`src/rtl/mem_arbiter_if.sv`:
```
// mem_arbiter_if: request/response bus between the arbiter and main memory
// Signals:
//   mem_req_valid/ready   request handshake (arbiter -> memory)
//   mem_req_addr          word-aligned byte address
//   mem_req_rw            1 = write, 0 = read
//   mem_req_wmask         byte write mask
//   mem_req_data          write data
//   mem_resp_valid/data   one response per accepted request
// Modports: master = arbiter side, slave = memory side.
interface mem_arbiter_if #(
    parameter int ADDR_W = 32
) ();
    logic              mem_req_valid;
    logic              mem_req_ready;
    logic [ADDR_W-1:0] mem_req_addr;
    logic              mem_req_rw;
    logic [3:0]        mem_req_wmask;
    logic [31:0]       mem_req_data;
    logic              mem_resp_valid;
    logic [31:0]       mem_resp_data;

    modport master (
        output mem_req_valid, mem_req_addr, mem_req_rw, mem_req_wmask, mem_req_data,
        input  mem_req_ready, mem_resp_valid, mem_resp_data
    );

    modport slave (
        input  mem_req_valid, mem_req_addr, mem_req_rw, mem_req_wmask, mem_req_data,
        output mem_req_ready, mem_resp_valid, mem_resp_data
    );
endinterface

```
`src/rtl/mem_arbiter.sv`:
```
// mem_arbiter: single-port memory arbiter, data requests served before instruction fetch
// Ports:
//   clk          clock, all state on the rising edge
//   rst_n        asynchronous active-low reset
//   icache_addr  fetch address; icache_re fetch request; icache_dout fetched word
//   dcache_addr  load/store address; dcache_re load; dcache_we store byte mask
//   dcache_din   store data; dcache_dout load data
//   stall        core freeze while a request is being served
//   mem          memory bus (mem_arbiter_if.master)
// Option: define MEM_ARBITER_WBUF_EN to compile in a 1-entry posted write buffer.
module mem_arbiter #(
    parameter int ADDR_W = 32
) (
    input  logic              clk,
    input  logic              rst_n,
    input  logic [ADDR_W-1:0] icache_addr,
    input  logic              icache_re,
    output logic [31:0]       icache_dout,
    input  logic [ADDR_W-1:0] dcache_addr,
    input  logic              dcache_re,
    input  logic [3:0]        dcache_we,
    input  logic [31:0]       dcache_din,
    output logic [31:0]       dcache_dout,
    output logic              stall,
    mem_arbiter_if.master     mem
);
    typedef enum logic [2:0] {IDLE, D_REQ, D_WAIT, I_REQ, I_WAIT, DONE} state_t;

    localparam logic [ADDR_W-1:0] WORD_MASK = {{(ADDR_W-2){1'b1}}, 2'b00};

    state_t state;
    logic   d_load;
    logic   store;
    logic   dreq;
    logic   post;
    logic   busy;

    assign store = |dcache_we;
    assign dreq  = dcache_re | store;

`ifdef MEM_ARBITER_WBUF_EN
    logic              wb_valid;
    logic              drain;
    logic [ADDR_W-1:0] wb_addr;
    logic [3:0]        wb_mask;
    logic [31:0]       wb_data;

    assign post = store & ~icache_re & ~wb_valid;
    // a drain is a background write: the core is only frozen if it wants the port
    assign busy = drain ? (dreq | icache_re) : 1'b1;
`else
    assign post = 1'b0;
    assign busy = 1'b1;
`endif

    assign stall = rst_n & ((state == IDLE) ? ((dreq | icache_re) & ~post)
                                            : (state != DONE) & busy);

    always_ff @(posedge clk or negedge rst_n) begin
        if (!rst_n) begin
            state             <= IDLE;
            d_load            <= 1'b0;
            icache_dout       <= '0;
            dcache_dout       <= '0;
            mem.mem_req_valid <= 1'b0;
            mem.mem_req_addr  <= '0;
            mem.mem_req_rw    <= 1'b0;
            mem.mem_req_wmask <= '0;
            mem.mem_req_data  <= '0;
`ifdef MEM_ARBITER_WBUF_EN
            wb_valid          <= 1'b0;
            drain             <= 1'b0;
            wb_addr           <= '0;
            wb_mask           <= '0;
            wb_data           <= '0;
`endif
        end else begin
            case (state)
                IDLE: begin
`ifdef MEM_ARBITER_WBUF_EN
                    // a full buffer is always emptied first so later loads see the store
                    if (wb_valid) begin
                        state             <= D_REQ;
                        drain             <= 1'b1;
                        d_load            <= 1'b0;
                        mem.mem_req_valid <= 1'b1;
                        mem.mem_req_addr  <= wb_addr;
                        mem.mem_req_rw    <= 1'b1;
                        mem.mem_req_wmask <= wb_mask;
                        mem.mem_req_data  <= wb_data;
                    end else if (post) begin
                        wb_valid          <= 1'b1;
                        wb_addr           <= dcache_addr & WORD_MASK;
                        wb_mask           <= dcache_we;
                        wb_data           <= dcache_din;
                    end else
`endif
                    if (dreq) begin
                        state             <= D_REQ;
                        d_load            <= ~store;
                        mem.mem_req_valid <= 1'b1;
                        mem.mem_req_addr  <= dcache_addr & WORD_MASK;
                        mem.mem_req_rw    <= store;
                        mem.mem_req_wmask <= dcache_we;
                        mem.mem_req_data  <= dcache_din;
                    end else if (icache_re) begin
                        state             <= I_REQ;
                        mem.mem_req_valid <= 1'b1;
                        mem.mem_req_addr  <= icache_addr & WORD_MASK;
                        mem.mem_req_rw    <= 1'b0;
                        mem.mem_req_wmask <= '0;
                        mem.mem_req_data  <= '0;
                    end
                end
                D_REQ: begin
                    if (mem.mem_req_ready) begin
                        state             <= D_WAIT;
                        mem.mem_req_valid <= 1'b0;
                    end
                end
                D_WAIT: begin
                    if (mem.mem_resp_valid) begin
                        if (d_load)
                            dcache_dout <= mem.mem_resp_data;
`ifdef MEM_ARBITER_WBUF_EN
                        if (drain) begin
                            state    <= IDLE;
                            drain    <= 1'b0;
                            wb_valid <= 1'b0;
                        end else
`endif
                        if (icache_re) begin
                            state             <= I_REQ;
                            mem.mem_req_valid <= 1'b1;
                            mem.mem_req_addr  <= icache_addr & WORD_MASK;
                            mem.mem_req_rw    <= 1'b0;
                            mem.mem_req_wmask <= '0;
                            mem.mem_req_data  <= '0;
                        end else begin
                            state <= DONE;
                        end
                    end
                end
                I_REQ: begin
                    if (mem.mem_req_ready) begin
                        state             <= I_WAIT;
                        mem.mem_req_valid <= 1'b0;
                    end
                end
                I_WAIT: begin
                    if (mem.mem_resp_valid) begin
                        icache_dout <= mem.mem_resp_data;
                        state       <= DONE;
                    end
                end
                // one cycle with stall low lets the core move past the held request
                DONE:    state <= IDLE;
                default: state <= IDLE;
            endcase
        end
    end
endmodule

```
`src/flat_wrapper.sv`:
```
// flat-port wrapper written by rule: the top's interface ports become plain ports
module mem_arbiter_flat 
#(
    parameter int ADDR_W = 32
)
  (clk, rst_n, icache_addr, icache_re, icache_dout, dcache_addr, dcache_re, dcache_we, dcache_din, dcache_dout, stall, mem_mem_req_valid, mem_mem_req_addr, mem_mem_req_rw, mem_mem_req_wmask, mem_mem_req_data, mem_mem_req_ready, mem_mem_resp_valid, mem_mem_resp_data);
  mem_arbiter_if #(.ADDR_W(ADDR_W)) mem_i ();
  input  logic clk;
  input  logic rst_n;
  input  logic [ADDR_W-1:0] icache_addr;
  input  logic icache_re;
  output logic [31:0] icache_dout;
  input  logic [ADDR_W-1:0] dcache_addr;
  input  logic dcache_re;
  input  logic [3:0] dcache_we;
  input  logic [31:0] dcache_din;
  output logic [31:0] dcache_dout;
  output logic stall;
  output wire logic [$bits(mem_i.mem_req_valid)-1:0] mem_mem_req_valid;
  output wire logic [$bits(mem_i.mem_req_addr)-1:0] mem_mem_req_addr;
  output wire logic [$bits(mem_i.mem_req_rw)-1:0] mem_mem_req_rw;
  output wire logic [$bits(mem_i.mem_req_wmask)-1:0] mem_mem_req_wmask;
  output wire logic [$bits(mem_i.mem_req_data)-1:0] mem_mem_req_data;
  input wire logic [$bits(mem_i.mem_req_ready)-1:0] mem_mem_req_ready;
  input wire logic [$bits(mem_i.mem_resp_valid)-1:0] mem_mem_resp_valid;
  input wire logic [$bits(mem_i.mem_resp_data)-1:0] mem_mem_resp_data;
  assign mem_mem_req_valid = mem_i.mem_req_valid;
  assign mem_mem_req_addr = mem_i.mem_req_addr;
  assign mem_mem_req_rw = mem_i.mem_req_rw;
  assign mem_mem_req_wmask = mem_i.mem_req_wmask;
  assign mem_mem_req_data = mem_i.mem_req_data;
  assign mem_i.mem_req_ready = mem_mem_req_ready;
  assign mem_i.mem_resp_valid = mem_mem_resp_valid;
  assign mem_i.mem_resp_data = mem_mem_resp_data;
  mem_arbiter #(.ADDR_W(ADDR_W)) u_core (.clk(clk), .rst_n(rst_n), .icache_addr(icache_addr), .icache_re(icache_re), .icache_dout(icache_dout), .dcache_addr(dcache_addr), .dcache_re(dcache_re), .dcache_we(dcache_we), .dcache_din(dcache_din), .dcache_dout(dcache_dout), .stall(stall), .mem(mem_i));
endmodule
```
`config.mk`:
```
export PLATFORM = sky130hd
export DESIGN_NAME = mem_arbiter_flat
export DESIGN_NICKNAME = d
export VERILOG_FILES = /design/src/rtl/mem_arbiter_if.sv /design/src/rtl/mem_arbiter.sv /design/src/flat_wrapper.sv
export SDC_FILE = /design/constraint.sdc
export NUM_CORES = 1
export LEC_CHECK = 0
export ABC_CLOCK_PERIOD_IN_PS = 4290
export CAP_MARGIN = 20
export CORE_ASPECT_RATIO = 0.8
export CORE_MARGIN = 3
export CORE_UTILIZATION = 35
export CTS_CLUSTER_DIAMETER = 200
export DETAILED_ROUTE_END_ITERATION = 10
export PLACE_DENSITY_LB_ADDON = 0.12
export SLEW_MARGIN = 10
export SYNTH_ARGS = -nofsm -noshare
export SYNTH_HDL_FRONTEND = slang
export SYNTH_SLANG_ARGS = --single-unit
```
`constraint.sdc`:
```
create_clock -name clk -period 4.29 [get_ports clk]
set_clock_uncertainty 0.2 [all_clocks]
set_input_delay 0.858 -clock clk [delete_from_list [all_inputs] [get_ports clk]]
set_output_delay 0.858 -clock clk [all_outputs]
set_load 0.005 [all_outputs]
```
After elaboration in Yosys (flattened, before gate mapping)

Index checks and enable logic that the tools add are counted.

Register bits after elaboration: 138
Logic and storage cells: 65
Output and inout bits: 135
Input bits: 138

Bitwise gates (word level): 4
Muxes and demuxes: 30
Equal/unequal tests: 11
Reduce and logical (&&, ||, !) cells: 11

Operator list:

| kind                                                 | number |
|---|---|
| two-way mux 32 bit                                   | 6 |
| one-hot mux 32 bit (2 select lines)                  | 2 |
| two-way mux 3 bit                                    | 7 |
| one-hot mux 3 bit (5 select lines)                   | 1 |
| two-way mux 4 bit                                    | 3 |
| two-way mux 1 bit                                    | 8 |
| != test 2 bit (second input constant)                | 4 |
| one-hot mux 4 bit (2 select lines)                   | 1 |
| equality test 3 x 2 -> 1 bit (second input constant) | 2 |
| AND reduction 2 bit                                  | 3 |
| AND reduction 3 bit                                  | 2 |
| AND reduction 5 bit                                  | 1 |
| OR reduction 4 bit                                   | 1 |
| equality test 3 x 1 -> 1 bit (second input constant) | 1 |
| equality test 3 bit (second input constant)          | 1 |
| logical NOT 3 bit                                    | 1 |
| != test 3 x 2 -> 1 bit (second input constant)       | 1 |
| != test 3 bit (second input constant)                | 1 |
| one-hot mux 1 bit (3 select lines)                   | 1 |
| nonzero test 3 bit                                   | 1 |
| != test 2 x 1 -> 1 bit (second input constant)       | 1 |
| bitwise OR 1 bit                                     | 2 |
| one-hot mux 1 bit (2 select lines)                   | 1 |
| nonzero test 2 bit                                   | 1 |
| other kinds (3)                                      | 3 |

Depth between registers and ports, before layout

Depth after elaboration: 5
Depth in mapped cells: 7
Depth with buffers taken out: 4

Worst setup path before layout

Ideal clock, no wire load.

Path kind: input-to-output
Start point: input dcache_we[1]
End point: output stall
Stages: 4
Required time: 3.232 ns
Arrival: 2.312 ns
Path slack: 0.920 ns
Path buffers: 1
Path through: or4_1 -> clkbuf_1 -> or4b_2 -> and3_1

Cells in the longest elaborated chain, start to end: 5

RTL lines:

| what               | line               | text |
|---|---|---|
| start, declared    | flat_wrapper.sv:15 | `input logic [3:0] dcache_we;` |
| OR reduction 4 bit | mem_arbiter.sv:38  | `assign store = \|dcache_we;` |
| bitwise OR 1 bit   | mem_arbiter.sv:39  | `assign dreq = dcache_re \| store;` |
| bitwise OR 1 bit   | mem_arbiter.sv:56  | `assign stall = rst_n & ((state == IDLE) ? ((dreq \| icache_re) & ~post)` |
| two-way mux 1 bit  | mem_arbiter.sv:56  |  |
| AND 1 bit          | mem_arbiter.sv:56  |  |
| end, declared      | flat_wrapper.sv:18 | `output logic stall;` |

Every way passes these cells.

Worst setup path in the final report

Ends and elaborated chain as after synthesis.

==> flow_metrics.py <==
metrics = {
    "yosys": {
        "synth-edff-count": 0,
        "postSynthAreaPerCell_um2": 15.27,
        "synthesis.nets": 502,
        "ys_ff_latch": 138,
        "yosys_warnings": 0,
        "syn_area_um2": 5557,
        "ys.flop_type": "dfrtp_1",
        "synth_top_cell_by_area": "dfrtp_1",
        "synth_cells": 364,
        "async_flop_share": 1.000,
        "synth_cell_type_count": 32,
        "synth_top_area_share": 0.6215,
        "synth.area.top_cells": "dfrtp_1, mux2_2, a22o_1",
        "ys_seq_area_frac": 0.6215,
    },
    "routing": {
        "vias": 4080,
        "ant_nets": 0,
        "via_per_inst": 4.733,
        "dr.pass1.iters": 4,
        "route.detailed.drc": 0,
        "first_iter_violations": 128,
        "wirelength_um": 15380,
        "avgRoutedWirePerCell_um": 17.84,
    },
    "clock_network": {
        "clock_path_buffers": 2,
        "cts_sinks": 138,
        "cts_setup_buffers": 0,
        "clk_pin_slew_ns": 0.06,
        "htree_levels": 4,
        "clock_latency_ns": 0.41,
        "cts_tree": "built",
        "cts_buffers": 17,
        "cts_resized": 0,
        "root_buffer": "clkbuf_16",
        "cts_hold_buf": 0,
    },
    "power": {
        "intPower_mw": 4.711,
        "netSwitchingPower_mw": 1.842,
        "swShare": 0.2811,
        "pwr-share-seq": 0.344,
        "pwr-share-clk": 0.227,
        "combPwrFrac": 0.430,
        "powerDensity_nw_per_um2": 717.4,
        "p_leak_nw": 3.836,
        "ir_worst_vdd_v": 0.0003409,
    },
    "worst_setup_path": {
        "end_kind": "primary output",
        "worst-path-max-fanout": 2,
        "crit_path_start_kind": "input pin",
        "crit_type": "in -> out",
        "r2r-end": "u_core.dcache_dout[0]",
        "cp.required_ns": 3.23,
        "critPathArrivalTime_ns": 3.16,
        "ff2ff_setup_slack_ns": 1.69,
        "crit_start": "dcache_we[1]",
        "regToRegStartpoint": "u_core.state[0]",
        "rr_worst_depth": 4,
        "worstSetupEndpoint": "stall",
    },
    "timing": {
        "fmax_mhz": 236.9,
        "worstMarginPinSlew_ns": 0.6720,
        "fin_crit_sh": 0.9841,
        "final-setup-viol-count": 0,
        "slew_headroom": 0.5510,
        "tns_ns": 0,
        "hold-worst-slack_ns": 0.1780,
        "drv_slew": 0,
        "rsz0062_at_grt": "no",
        "min_period_ns": 4.222,
        "finalHoldViolations": 0,
    },
    "run": {
        "max-cap-violations": 0,
    },
    "floorplan": {
        "initial_utilization": 0.3640,
        "die_height_um": 118.7,
        "ios": 273,
        "coreArea_um2": 15260,
        "rows": 40,
        "die_w_um": 146.9,
        "die_area_um2": 17430,
    },
    "global_routing": {
        "antenna_found_initial": 0,
        "grt_max_degree": 88,
        "grt_pass1_wl_um": 24590,
        "grt.overflow.total": 0,
        "grt_pass1_vias": 4534,
        "track_usage": 0.1806,
    },
    "placed_design": {
        "place.detailed.hpwl_um": 11130,
        "gp_congestion": 0.7503,
        "portBuffers": 268,
    },
    "cells_and_area": {
        "syn_to_final_growth_pct": 64.40,
        "drive_above_1_share": 0.2561,
        "nets": 777,
        "diodes": 0,
        "mostFrequentLayoutCells": "clkdlybuf4s50_1, dfrtp_1, mux2_2, a22o_1, clkbuf_16",
        "final_common_cell": "clkdlybuf4s50_1",
        "fill_cells": 1222,
    },
    "worst_hold_path": {
        "hold_class": "in -> async",
    },
    "run_status": {
        "status": "finished clean",
    },
}
worst min-delay path by stage:
stage | start | end | slack, ns | depth (start not counted)
global placement | u_core.mem.mem_req_valid | u_core.mem.mem_req_valid | 0.27 | 2
global route | rst_n | u_core.dcache_dout[21] | 0.19 | 1
finish | rst_n | u_core.dcache_dout[21] | 0.18 | 1
detailed placement | u_core.mem.mem_req_valid | u_core.mem.mem_req_valid | 0.27 | 2
floorplan | u_core.mem.mem_req_valid | u_core.mem.mem_req_valid | 0.27 | 2
CTS | rst_n | u_core.dcache_dout[21] | 0.19 | 1
logic make-up after synthesis:
logic type	count (synthesis)	synth area share
flip-flops	138	0.6215
multiplexers	121	0.2445
AO/OA/AOI/OAI	52	0.08061
buffers and inverters	27	0.02477
AND/OR/NAND/NOR	25	0.02702
XOR/XNOR	1	0.001577
flip-flops by register name, indices dropped and copies added (netlist names):
name	flops
u_core.icache_dout	32
u_core.mem.mem_req_rw	1
u_core.dcache_dout	32
u_core.mem.mem_req_wmask	4
u_core.mem.mem_req_addr	32
u_core.state	3
u_core.d_load	1
u_core.mem.mem_req_data	32
u_core.mem.mem_req_valid	1
routing by layer:
metal / track usage / vias to the layer above / share of wire
met5: 0 / - / 0
met2: 0.2878 / 176 / 0.47
met1: 0.2105 / 2007 / 0.40
met3: 0.09467 / 13 / 0.11
li1: - / 1884 / -
met4: 0.05875 / 0 / 0.015
stage by stage:
stage	utilization	instances	total power [mW]	setup slack [ns]	instance area [um2]
2_1_floorplan	-	364	3.480	0.9203	5557
5_1_grt	0.5984	862	6.958	0.002229	9135
3_3_place_gp	0.5567	829	5.044	0.01984	8498
4_1_cts	0.5964	861	6.662	0.001858	9104
3_5_place_dp	0.5567	829	5.121	0.01013	8498
6_report	0.5984	862	6.553	0.06814	9135
Yosys cell counts (all sizes together), types with 3 or more instances:
| library cell | count |
|---|---|
| dfrtp | 138 |
| mux2 | 118 |
| a22o | 37 |
| buf | 14 |
| clkbuf | 10 |
| and2 | 5 |
| nand2 | 5 |
| nor2 | 4 |
| a21oi | 3 |
| inv | 3 |
| mux2i | 3 |
| o2bb2ai | 3 |
critical path: stages:
cell and delay [ns]:
clkdlybuf4s50_1 0.43, or4_4 0.57, or4b_2 0.65, and3_1 0.19, clkdlybuf4s50_1 0.47
cell type report:
class	instances	area [um2]	area share
sequential	138	3453	0.3780
timing repair buffer	280	2806	0.3072
multi-input combinational	199	1996	0.2185
clock buffer	22	464.2	0.05081
tap	210	262.8	0.02876
clock inverter	10	141.4	0.01548
inverter	3	11.26	0.001233
power groups by stage:
stage	combinational [mW]	sequential [mW]	clock [mW]
3_3_place_gp	2.82	2.23	0
5_1_grt	3.04	2.33	1.58
4_1_cts	2.87	2.26	1.53
2_1_floorplan	1.21	2.27	0
3_5_place_dp	2.85	2.27	0
6_report	2.82	2.25	1.48
No activity file was read; power rests on OpenSTA's default activity.
